--- src/rtl/fetch_stage_if.sv ---
// Fetch-to-decode pipeline register bundle: instruction word plus next-PC.
// Latency: none; carries registered state owned by the fetch stage.
// Backpressure: none; the fetch stage's en input gates every update.
//
// Signals
//   instruction  [31:0]  instruction handed to decode (0 = bubble)
//   instr_npc    [31:0]  address of that instruction + 4 (0 for a bubble)
interface fetch_decode_if;
  logic [31:0] instruction;
  logic [31:0] instr_npc;

  modport fetch (
    output instruction,
    output instr_npc
  );

  modport decode (
    input instruction,
    input instr_npc
  );
endinterface

--- src/rtl/fetch_stage.sv ---
// Instruction-fetch stage: owns the PC, requests imem, loads the fetch/decode register.
// Latency: a word hit in cycle N is on out after the N edge when en=1; out is fully registered.
// Backpressure: en=0 holds out and PC; with FETCH_SKID_EN a word hit under stall is parked, otherwise it is refetched.
//
// Ports
//   CLK, RST          clock (rising edge), asynchronous active-high reset
//   en                pipeline advance; out and PC move only when 1 (redirects excepted)
//   ihit, imemload    imem response: imemload valid for imemaddr when ihit=1
//   imemREN, imemaddr imem request; imemaddr is always the PC
//   jump_instr, branch_target  redirect from decode
//   ex_taken, ex_target        redirect from execute (wins over decode)
//   out               fetch_decode_if.fetch: instruction, instr_npc
//   halted            fetch has stopped after handing a HALT opcode to decode
//
// Build option: define FETCH_SKID_EN to add a one-entry skid buffer and the HOLD state.
module fetch_stage #(
  parameter logic [31:0] PC_INIT     = 32'h0000_0000,
  parameter logic [5:0]  HALT_OPCODE = 6'h3F
) (
  input  logic        CLK,
  input  logic        RST,
  input  logic        en,
  input  logic        ihit,
  input  logic [31:0] imemload,
  output logic        imemREN,
  output logic [31:0] imemaddr,
  input  logic        jump_instr,
  input  logic [31:0] branch_target,
  input  logic        ex_taken,
  input  logic [31:0] ex_target,
  fetch_decode_if.fetch out,
  output logic        halted
);

  typedef enum logic [1:0] {
    FETCH  = 2'd0,
    HOLD   = 2'd1,
    HALTED = 2'd2
  } state_t;

  state_t      state, state_n;
  logic [31:0] pc, pc_n;
  logic [31:0] instr_q, instr_n;
  logic [31:0] npc_q, npc_n;

  logic        redirect;
  logic [31:0] redirect_pc;

  // Word candidate for this edge: live imem data in FETCH, parked data in HOLD.
  logic        word_vld;
  logic [31:0] word_dat;
  logic [31:0] word_pc;

`ifdef FETCH_SKID_EN
  logic [31:0] skid_word;
  logic [31:0] skid_pc;
  logic        skid_load;
`endif

  // Execute resolves an older instruction than decode, so its redirect wins.
  always_comb begin
    redirect    = 1'b0;
    redirect_pc = pc;
    if (ex_taken) begin
      redirect    = 1'b1;
      redirect_pc = ex_target;
    end else if (jump_instr) begin
      redirect    = 1'b1;
      redirect_pc = branch_target;
    end
  end

  always_comb begin
    word_vld = (state == FETCH) && ihit;
    word_dat = imemload;
    word_pc  = pc;
`ifdef FETCH_SKID_EN
    if (state == HOLD) begin
      word_vld = 1'b1;
      word_dat = skid_word;
      word_pc  = skid_pc;
    end
`endif
  end

  always_comb begin
    state_n = state;
    pc_n    = pc;
    instr_n = instr_q;
    npc_n   = npc_q;
`ifdef FETCH_SKID_EN
    skid_load = 1'b0;
`endif
    if (redirect) begin
      // Redirect always lands, even under stall; any fetched or parked word is
      // on the wrong path and is dropped by returning to FETCH.
      pc_n    = redirect_pc;
      state_n = FETCH;
      if (en) begin
        instr_n = 32'd0;
        npc_n   = 32'd0;
      end
    end else if (en) begin
      if (word_vld) begin
        instr_n = word_dat;
        npc_n   = word_pc + 32'd4;
        pc_n    = word_pc + 32'd4;
        state_n = (word_dat[31:26] == HALT_OPCODE) ? HALTED : FETCH;
      end else begin
        // Nothing to hand over (miss, or halted): insert a bubble.
        instr_n = 32'd0;
        npc_n   = 32'd0;
      end
    end else begin
`ifdef FETCH_SKID_EN
      if ((state == FETCH) && ihit) begin
        skid_load = 1'b1;
        state_n   = HOLD;
      end
`endif
    end
  end

  always_ff @(posedge CLK or posedge RST) begin
    if (RST) begin
      state   <= FETCH;
      pc      <= PC_INIT;
      instr_q <= 32'd0;
      npc_q   <= 32'd0;
    end else begin
      state   <= state_n;
      pc      <= pc_n;
      instr_q <= instr_n;
      npc_q   <= npc_n;
    end
  end

`ifdef FETCH_SKID_EN
  always_ff @(posedge CLK or posedge RST) begin
    if (RST) begin
      skid_word <= 32'd0;
      skid_pc   <= 32'd0;
    end else if (skid_load) begin
      skid_word <= imemload;
      skid_pc   <= pc;
    end
  end
`endif

  assign imemREN         = (state == FETCH);
  assign imemaddr        = pc;
  assign halted          = (state == HALTED);
  assign out.instruction = instr_q;
  assign out.instr_npc   = npc_q;

endmodule

--- src/flat_wrapper.sv ---
// flat-port wrapper written by rule: the top's interface ports become plain ports
module fetch_stage_flat 
#(
  parameter logic [31:0] PC_INIT     = 32'h0000_0000,
  parameter logic [5:0]  HALT_OPCODE = 6'h3F
)
  (CLK, RST, en, ihit, imemload, imemREN, imemaddr, jump_instr, branch_target, ex_taken, ex_target, halted, out_instruction, out_instr_npc);
  fetch_decode_if out_i ();
  input  logic CLK;
  input  logic RST;
  input  logic en;
  input  logic ihit;
  input  logic [31:0] imemload;
  output logic imemREN;
  output logic [31:0] imemaddr;
  input  logic jump_instr;
  input  logic [31:0] branch_target;
  input  logic ex_taken;
  input  logic [31:0] ex_target;
  output logic halted;
  output wire logic [$bits(out_i.instruction)-1:0] out_instruction;
  output wire logic [$bits(out_i.instr_npc)-1:0] out_instr_npc;
  assign out_instruction = out_i.instruction;
  assign out_instr_npc = out_i.instr_npc;
  fetch_stage #(.PC_INIT(PC_INIT), .HALT_OPCODE(HALT_OPCODE)) u_core (.CLK(CLK), .RST(RST), .en(en), .ihit(ihit), .imemload(imemload), .imemREN(imemREN), .imemaddr(imemaddr), .jump_instr(jump_instr), .branch_target(branch_target), .ex_taken(ex_taken), .ex_target(ex_target), .out(out_i), .halted(halted));
endmodule
--- config.mk ---
export PLATFORM = sky130hd
export DESIGN_NAME = fetch_stage_flat
export DESIGN_NICKNAME = d
export VERILOG_FILES = /design/src/rtl/fetch_stage_if.sv /design/src/rtl/fetch_stage.sv /design/src/flat_wrapper.sv
export SDC_FILE = /design/constraint.sdc
export NUM_CORES = 1
export LEC_CHECK = 0
export CORE_AREA = 4 4 112 114
export CTS_BUF_LIST = sky130_fd_sc_hd__clkbuf_8
export DETAILED_ROUTE_END_ITERATION = 6
export DIE_AREA = 0 0 116 118
export GPL_TIMING_DRIVEN = 0
export PLACE_DENSITY = 0.81
export SKIP_CTS_REPAIR_TIMING = 1
export SLEW_MARGIN = 20
export SYNTH_ARGS = -nofsm -noshare
export SYNTH_HDL_FRONTEND = slang
export SYNTH_SLANG_ARGS = --single-unit
--- constraint.sdc ---
create_clock -name CLK -period 4.13 [get_ports CLK]
set_clock_uncertainty 0.05 [all_clocks]
set_input_delay 1.0325 -clock CLK [delete_from_list [all_inputs] [get_ports CLK]]
set_output_delay 1.0325 -clock CLK [all_outputs]
set_load 0.1 [all_outputs]
# After elaboration in Yosys (flattened, before gate mapping)
# Cells that the tools add are included.
dict set report word_totals {
  out_inout_bits 98
  input_bits 102
  register_bits 98
}
dict set report op_classes {
  mux 18
  n_reduce_logical 6
  n_eq_ne 3
  addsub 1
}
# cell n
set op_table {}
lappend op_table {{$mux W32} 12}
lappend op_table {{$add A32 B3 Y32 const B} 1}
lappend op_table {{$mux W2} 4}
lappend op_table {{$eq A6 B6 Y1 const B} 1}
lappend op_table {{$reduce_bool A2 Y1} 2}
lappend op_table {{$ne A3 B3 Y1 const B} 1}
lappend op_table {{$reduce_and A3 Y1} 1}
lappend op_table {{$eq A2 B2 Y1 const B} 1}
lappend op_table {{$logic_not A2 Y1} 1}
lappend op_table {{$mux W1} 2}
lappend op_table {{$reduce_and A2 Y1} 1}
lappend op_table {{$logic_and A1 B1 Y1} 1}

# Logic depth before layout (Yosys ltp)
dict set report depth {
  depth_word 5
  mapped_depth 8
  depth_no_buf 6
}

# Worst setup path before layout
# No wires, ideal clock.
dict set report synth_timing {
  path_type {reg2out}
  start {reg u_core.state[1]}
  end {out imemREN}
  path_stages_with_launch 2
  arrival_ns 1.616
  slack_ns 1.431
  t_required_ns 3.048
  path_cell_list {dfrtp_1 -> inv_1}
}
dict set report synth_between {
  elab_chain_cells 1
}
# element line
set synth_rtl {}
lappend synth_rtl {{start, declared} fetch_stage.sv:41} ;# state_t state, state_n;
lappend synth_rtl {{start signal, assigned} fetch_stage.sv:131} ;# state <= state_n;
lappend synth_rtl {{$logic_not A2 Y1} fetch_stage.sv:150} ;# assign imemREN = (state == FETCH);
lappend synth_rtl {{end, declared} flat_wrapper.sv:14} ;# output logic imemREN;
# Every way passes these cells.

==> flow_summary.toml <==
[clocking]
cts-buffers-inserted = 9
cts_sinks = 97
cts.path.max_buffers = 2
clockRootBuffer = "clkbuf_8"
cts_tree = "yes"
htreeDepth = 3
clock_latency_ns = 0.37
clkSlewWorstSetupHoldPaths_ns = 0.09

[power_and_ir_drop]
power.net_switching_mw = 1.09
total_power_mw = 2.66
leakage_nw = 2.94
comb_power_share = 0.371
seqPwrFrac = 0.409
internal-power_mw = 1.57
powerDensity_nw_per_um2 = 358
peakVddDrop_v = 0.000195
switching_share = 0.411
pwr-share-clk = 0.220

[timing]
slew_headroom = 0.276
slew_viol_final = 0
period_share = 0.857
hold_viol = 0
finalSetupViolCount = 0
rsz0062_at_grt = "no"
worst_pin_slew_ns = 1.08
timing.final.crit_period_ns = 3.54
timing.final.ws_setup_ns = 0.589
fmax_ghz = 0.282

[min_path]
hp-class = "flop to flop"
holdPathStages = 2

[route]
wl_per_cell_um = 19.4
viasPerCell = 5.61
via_count = 5211
drtIter0Drc = 453
ant_nets = 0
routed_wl_um = 18000
drc = 0
drtPass1Iterations = 5

[worst_setup_path]
path_cells = "clkdlybuf4s50_1 > clkbuf_1 > nand3b_1 > nor2_1 > clkbuf_1 > nand2_1 > o21ai_0"
rr_worst_depth = 6
r2r_start = "u_core.imemaddr[2]"
cp.arrival_ns = 3.78
cpLargestDelayFamily = "buffers and inverters"
worstSetupEndpointType = "flop"
worstReg2RegEnd = "u_core.imemaddr[20]"
slowest_delay_ns = 0.75
slowest_stage = "nor2_1"
path_depth = 7
critPathMaxFanout = 10
rrSetupSlack_ns = 1.41
cp-startpoint = "en"
cp.required_ns = 4.37
crit_end = "u_core.out.instruction[12]"
crit_type = "primary input to flop"
crit_top_cell = "clkbuf_1"
start_kind = "primary input"
cp_num_buf_inv = 3

[yosys]
synth_nets = 679
yosys_warnings = 0
async_flop_share = 1.00
synthFlopType = "dfrtp_1"
synth_cell_types = 48
synth.ff_latch_count = 97
synth_area_um2 = 5080
synth_area_per_cell_um2 = 8.82
synthCells = 576
netlist.area_leader.share = 0.478
synth_top_area_cell = "dfrtp_1"
synth_enable_flop_cells = 0
synth-seq-area-share = 0.478
netlist_top_cells_area = "dfrtp_1, inv_1, o21ai_0"

[grt]
grt_overflow = 0
grt_pass1_wl_um = 28100
grtUsageTotal = 0.264
grt_max_degree = 68
antenna_found_initial = 0
grt_pass1_vias = 5282

[placement]
place_congestion = 0.938
dpl.hpwl_um = 13800
portBuffers = 198
dpl_cell_area_um2 = 7270
pre_cts_ws_ns = 0.269

[floorplan]
ios = 200
core_region_area_um2 = 11400
die_h_um = 118
row_count = 39
initial_core_util = 0.445
die_w_um = 116
dieArea_um2 = 13700

[finish]
stdcell_area_um2 = 7430
areaGrowthSynthToFinish_pct = 46.3
layout_common_cells = "clkdlybuf4s50_1, dfrtp_1, inv_1"
drive_gt1_frac = 0.0280
layout_commonest_cell = "clkdlybuf4s50_1"
fin_nets = 889
diodes = 0

[flow_run]
drv_cap = 0

[status]
outcome = "finished, final reports clean"
state kept, by name, indices dropped and copies added, names as in the netlist:
register                count
u_core.state                1
u_core.imemaddr            32
u_core.out.instruction     32
u_core.out.instr_npc       32
cells by family after synthesis:
group                      after synthesis  synth area share
AOI/OAI and AO/OA                      166             0.205
and+or+nand+nor                        161             0.166
buffers and inverters                  115            0.0857
DFF                                     97             0.478
xor gates and xnor gates                33            0.0569
muxes                                    3           0.00591
adders and majority gates                1           0.00246
layer usage:
metal  global-route usage  vias to the layer above  wire, um
met5                    0                        -         0
met4               0.0986                        0       601
met3               0.0756                       43      1670
met2                0.431                      250      8920
met1                0.328                     2517      6810
li1                     -                     2401         -
synthesized netlist by cell type, drive strengths merged (2+ instances only):
| library cell | instances |
|---|---|
| a211oi | 5 |
| a21oi | 25 |
| a22o | 6 |
| a22oi | 5 |
| a2bb2oi | 10 |
| a31oi | 9 |
| and2 | 6 |
| and3 | 6 |
| buf | 5 |
| clkbuf | 30 |
| dfrtp | 97 |
| inv | 80 |
| mux2i | 3 |
| nand2 | 63 |
| nand3 | 12 |
| nand4 | 19 |
| nor2 | 17 |
| nor2b | 11 |
| nor3 | 16 |
| nor4 | 6 |
| o211ai | 2 |
| o21a | 6 |
| o21ai | 53 |
| o22a | 3 |
| o22ai | 29 |
| o311ai | 3 |
| o31ai | 3 |
| o32a | 2 |
| xnor2 | 19 |
| xor2 | 14 |
metrics by stage:
| stage | hold slack, ns | utilization | std cells | TNS [ns] |
|---|---|---|---|---|
| after global routing | 0.510 | 0.651 | 929 | 0 |
| final | 0.476 | 0.651 | 929 | 0 |
| after floorplan | 0.913 | - | 576 | 0 |
| after detailed placement | 0.467 | 0.637 | 918 | 0 |
| after CTS | 0.482 | 0.651 | 929 | 0 |
| after global placement | 0.457 | 0.634 | 917 | -95.80 |
worst register-to-register path, stage by stage, from the launching register on:
cell     delay (ns)
dfrtp_1        0.60
ha_1           0.42
nand4_1        0.30
nor4_2         0.65
nand4_1        0.21
xor2_1         0.19
a21oi_1        0.21
final cells by class:
cell class	count	area, um^2
buffer	35	135
clock buffer	9	124
fill	976	3990
multi-input combinational	364	2220
inverter	80	305
timing repair buffer	199	2010
tap	143	179
clock inverter	2	35.0
sequential	97	2430
how the worst min path moves through the flow:
stage,start,end
3_5_place_dp,u_core.out.instruction[23],u_core.out.instruction[23]
4_1_cts,u_core.out.instruction[24],u_core.out.instruction[24]
6_report,u_core.out.instruction[23],u_core.out.instruction[23]
5_1_grt,u_core.out.instruction[8],u_core.out.instruction[8]
3_3_place_gp,u_core.out.instruction[24],u_core.out.instruction[24]
2_1_floorplan,u_core.out.instr_npc[0],u_core.out.instr_npc[0]
power by group through the flow:
stage	Sequential [mW]	Clock, mW	Combinational [mW]
floorplan	1.54	0	0.222
global placement	1.10	0	0.968
detailed placement	1.10	0	0.986
CTS	1.09	0.589	0.988
global route	1.10	0.632	1.03
finish	1.09	0.586	0.987
Power figures use the tool's default switching activity.
==> variant 1: new RTL, same flow settings <==
Register the outputs `imemREN` and `halted`, with the module's reset; this adds one clock of latency there. The other outputs are not delayed to match.
--- a/src/rtl/fetch_stage.sv
+++ b/src/rtl/fetch_stage.sv
@@ -149,5 +149,12 @@
 
-  assign imemREN         = (state == FETCH);
   assign imemaddr        = pc;
-  assign halted          = (state == HALTED);
+  always_ff @(posedge CLK or posedge RST) begin
+    if (RST) begin
+      imemREN <= '0;
+      halted  <= '0;
+    end else begin
+      imemREN <= (state == FETCH);
+      halted  <= (state == HALTED);
+    end
+  end
   assign out.instruction = instr_q;
Check against the original RTL: not equivalent (Yosys sat finds a counterexample within 4 cycles, from zero or initial values and one cycle with RST high).
==> variant 1 against the original RTL <==
- the flow now finishes with violations (design-rule violations)
- combinational power barely moved
- count of clock-buffer cells in the layout rose by 3
- synthesized area increased by 0.99%
- routed wire length grew 0.92%
- largest power group unchanged
- setup slack worse by 0.043 ns
- maximum frequency down 1.2%
- total power up 2.0%
- first-iteration DRC count grew 11%
- largest cell class unchanged
- final area rose by 1.1%
- sequential cell count grew 2
- sequential share of layout area grew 0.31 points
==> variant 1: results (changes against the original RTL) <==
[critical_path]
critPathMaxStageDelay_ns = 0.85  ; +0.10 ns
arrival_ns = 3.83  ; +0.05 ns
r2r-end = u_core.out.instr_npc[30]$_DFFE_PP0P_
r2r_cells = 6  ; unchanged
worstSetupEndpoint = u_core.out.instruction[28]$_DFFE_PP0P_
crit_start = en
r2r_start = u_core.imemaddr[2]$_DFFE_PP0P_

[clocking]
cts_buffers = 9  ; unchanged

[finish]
seq_share_pct = 33.0  ; +0.31 points
clk_share_pct = 2.53  ; +0.39 points
multi_input_gates = 364  ; unchanged
nets = 891  ; +0.22%
n_all_inverters = 80  ; unchanged
nClkBuffers = 12  ; +3
nFillCells = 958  ; -1.8%
multi_input_area_share_pct = 29.5  ; -0.32 points
layout.nonclk_buf_share_pct = 28.5  ; -0.31 points
drive_above_1_share_pct = 3.28  ; +0.48 points

[route]
dr_wl_met2_um = 8790  ; -1.4%
top_layer = met5
met3_length_um = 1570  ; -5.9%
via_per_inst = 5.59  ; -0.29%
drc_errors = 8  ; +8
dr.first_iter.drc_count = 501  ; +11%
drtPass1Iterations = 7  ; +2
wl_per_cell_um = 19.4  ; +0.16%
met1_length_um = 7110  ; +4.4%

[logic_synthesis]
synth_area_leaders = dfrtp_1 (48%), inv_1 (5.9%), o21ai_0 (5.2%)
yosys-top-cells-count = dfrtp_1 (99), inv_1 (80), nand2_1 (63)
synth_nets = 681  ; +0.29%
ys.flop_type = dfrtp_1
seq_area_frac_synth_pct = 48.3  ; +0.51 points
ys_seq_elements = 99  ; +2.1%

[sta]
tightest_slew_ns = 1.02  ; -0.0610 ns
layout_worst_path_cycle_share_pct = 86.8  ; +1.0 points

[grt]
antenna_found_initial = 1  ; +1
grt_pass1_vias = 5403  ; +2.3%
grt_pass1_wl_um = 28400  ; +1.2%
overflow = 0  ; unchanged
grt_max_degree = 58  ; -15%
track_usage_pct = 26.6  ; +0.22 points

[power]
max-vdd-ir-drop_mv = 0.231  ; +18%
clkPwrFrac_pct = 22.8  ; +0.8 points
power_frac_comb_pct = 36.3  ; -0.8 points
swShare_pct = 41.4  ; +0.30 points
leakage_nw = 2.98  ; +1.4%

[outcome]
violations = design-rule violations
status = finished, violations left

[min_path]
worstHoldPathType = reg -> reg

[placement]
routabilityCongestion = 0.943  ; +0.52%
dp.final_hpwl_um = 13700  ; about the same
pre_cts_ws_ns = 0.230  ; -0.0385 ns
dpl_cell_area_um2 = 7320  ; +0.69%
port_buffers = 198  ; unchanged

[run]
cap_violations = 0  ; unchanged

## variant 1: cell types whose count changed in the layout (fill, tap and decap cells not counted)
cell        change
clkinv_4        +1
inv_1           +1
bufinv_16       -1
clkbuf_8        +3
clkinvlp_4      +1
dfrtp_1         +2
## variant 1: logic make-up (layout without fill, tap and decap cells)
| logic type | after synthesis | in the layout | share of synthesized area (%) |
|---|---|---|---|
| flops | 99 | 99 | 48.3 |
| xor+xnor | 33 | 33 | 5.63 |
| fa+ha+maj | 1 | 1 | 0.244 |
| compound gates | 166 | 166 | 20.3 |
| simple gates | 161 | 161 | 16.4 |
| mux | 3 | 3 | 0.585 |
| buf+inv | 115 | 330 | 8.49 |
## variant 1: per-stage QoR
step	util [%]	hold WS (ns)	power [mW]	cells	TNS, ns
4_1_cts	65.8	0.404	2.72	936	0
5_1_grt	65.8	0.432	2.81	936	0
3_5_place_dp	64.1	0.382	2.11	920	0
3_3_place_gp	63.9	0.382	2.09	919	-100.61
6_report	65.8	0.413	2.71	936	0
2_1_floorplan	-	0.349	1.78	578	0
## variant 1: worst min path at each step
stage                                            from                       to  cells after the start
after global routing      u_core.state[1]$_DFFE_PP0P_  u_core.halted$_DFF_PP0_                      0
after CTS                 u_core.state[1]$_DFFE_PP0P_  u_core.halted$_DFF_PP0_                      0
after detailed placement  u_core.state[1]$_DFFE_PP0P_  u_core.halted$_DFF_PP0_                      0
final                     u_core.state[1]$_DFFE_PP0P_  u_core.halted$_DFF_PP0_                      0
after floorplan           u_core.state[1]$_DFFE_PP0P_  u_core.halted$_DFF_PP0_                      0
after global placement    u_core.state[1]$_DFFE_PP0P_  u_core.halted$_DFF_PP0_                      0
## variant 1: routing by layer
layer  vias up  GRT usage (%)
met4         2           11.7
met2       275           43.8
li1       2419              -
met5         -              0
met1      2485           33.4
met3        54           5.40
==> variant 2: new RTL, same flow settings <==
Without the edit above. Take the reset off `instr_q` and load it in a clocked block of its own.
--- a/src/rtl/fetch_stage.sv
+++ b/src/rtl/fetch_stage.sv
@@ -127,3 +127,2 @@
       pc      <= PC_INIT;
-      instr_q <= 32'd0;
       npc_q   <= 32'd0;
@@ -132,5 +131,8 @@
       pc      <= pc_n;
-      instr_q <= instr_n;
       npc_q   <= npc_n;
     end
+  end
+
+  always_ff @(posedge CLK) begin
+    instr_q <= instr_n;
   end
Function: changed (a bounded check fails within 4 cycles, from zero or initial values and one cycle with RST high).
==> variant 2 against the original RTL <==
- register-to-register slack better by 0.12 ns
- core utilization is 1.1 points higher
- routed wire length down 3.5%
- final area grew 1.6%
- setup slack better by 0.22 ns
- synthesized area rose by 1.5%
- global-route usage shrank 1.1 points
- final cell count down 5.8%
- total power increased by 6.7%
- sequential cell count unchanged
- maximum frequency grew 6.6%
- clock power rose by 20%
- critical path type unchanged
==> variant 2: results (changes against the original RTL) <==
[finish]
nets = 830  ; -6.6%
drive_above_1_share_pct = 4.92  ; +2.1 points

[logic_synthesis]
syn_avg_cell_area_um2 = 9.98  ; +13%
synth_nets = 620  ; -8.7%
synth_top_area_share_pct = 31.5  ; -16 points

[min_path]
min_from = u_core.out.instr_npc[13]$_DFFE_PP0P_
holdPathEnd = u_core.out.instr_npc[13]$_DFFE_PP0P_

[placement]
dp.cells = 859  ; -6.4%
pre_cts_ws_ns = 0.429  ; +0.160 ns
dp.final_hpwl_um = 13300  ; -3.5%

[critical_path]
arrival_ns = 3.56  ; -0.22 ns
r2r_slack_ns = 1.53  ; +0.12 ns
path_max_fanout = 33  ; +23
cp_slowest_cell = buf_2

[route]
dr_wl_met2_um = 8250  ; -7.6%
met3_length_um = 1720  ; +2.8%
dr.first_iter.drc_count = 365  ; -19%

[power]
sequentialPower_mw = 1.14  ; +5%
max-vdd-ir-drop_mv = 0.209  ; +7.2%

[grt]
track_usage_pct = 25.3  ; -1.1 points
grt_pass1_wl_um = 26900  ; -4.0%
met1_usage_pct = 32.1  ; -0.70 points

[outcome]
status = finished, final reports clean

[sta]
worst_slew_margin_rel_pct = 30.5  ; +2.8 points
hold_ws_ns = 0.480  ; +0.00349 ns

-- variant 2: cell count changes in the layout (fill, tap and decap cells not counted), moves of 6 or more --
cell,before,now
and2_1,6,32
nand4_1,18,10
nand2_1,63,31
nand3_1,10,17
dfrtp_1,97,65
xor2_1,14,5
nor3_1,16,7
o21ai_0,53,28
xnor2_1,19,25
edfxtp_1,0,32
inv_1,79,51
clkbuf_1,29,23
-- variant 2: final cells by class --
class | count | area, um2
Buffer | 35 | 185
Clock buffer | 9 | 124
Clock inverter | 7 | 93.8
Fill cell | 925 | 3860
Inverter | 51 | 194
Multi-Input combinational cell | 334 | 2190
Sequential cell | 97 | 2590
Tap cell | 143 | 179
Timing Repair Buffer | 199 | 2000
-- variant 2: kinds of logic after synthesis --
family / after synthesis / share of synthesized area (%)
simple gates: 150 / 17.0
compound gates: 147 / 19.1
flops: 97 / 50.2
buf+inv: 86 / 7.30
xor+xnor: 30 / 5.09
mux: 6 / 1.16
fa+ha+maj: 1 / 0.243
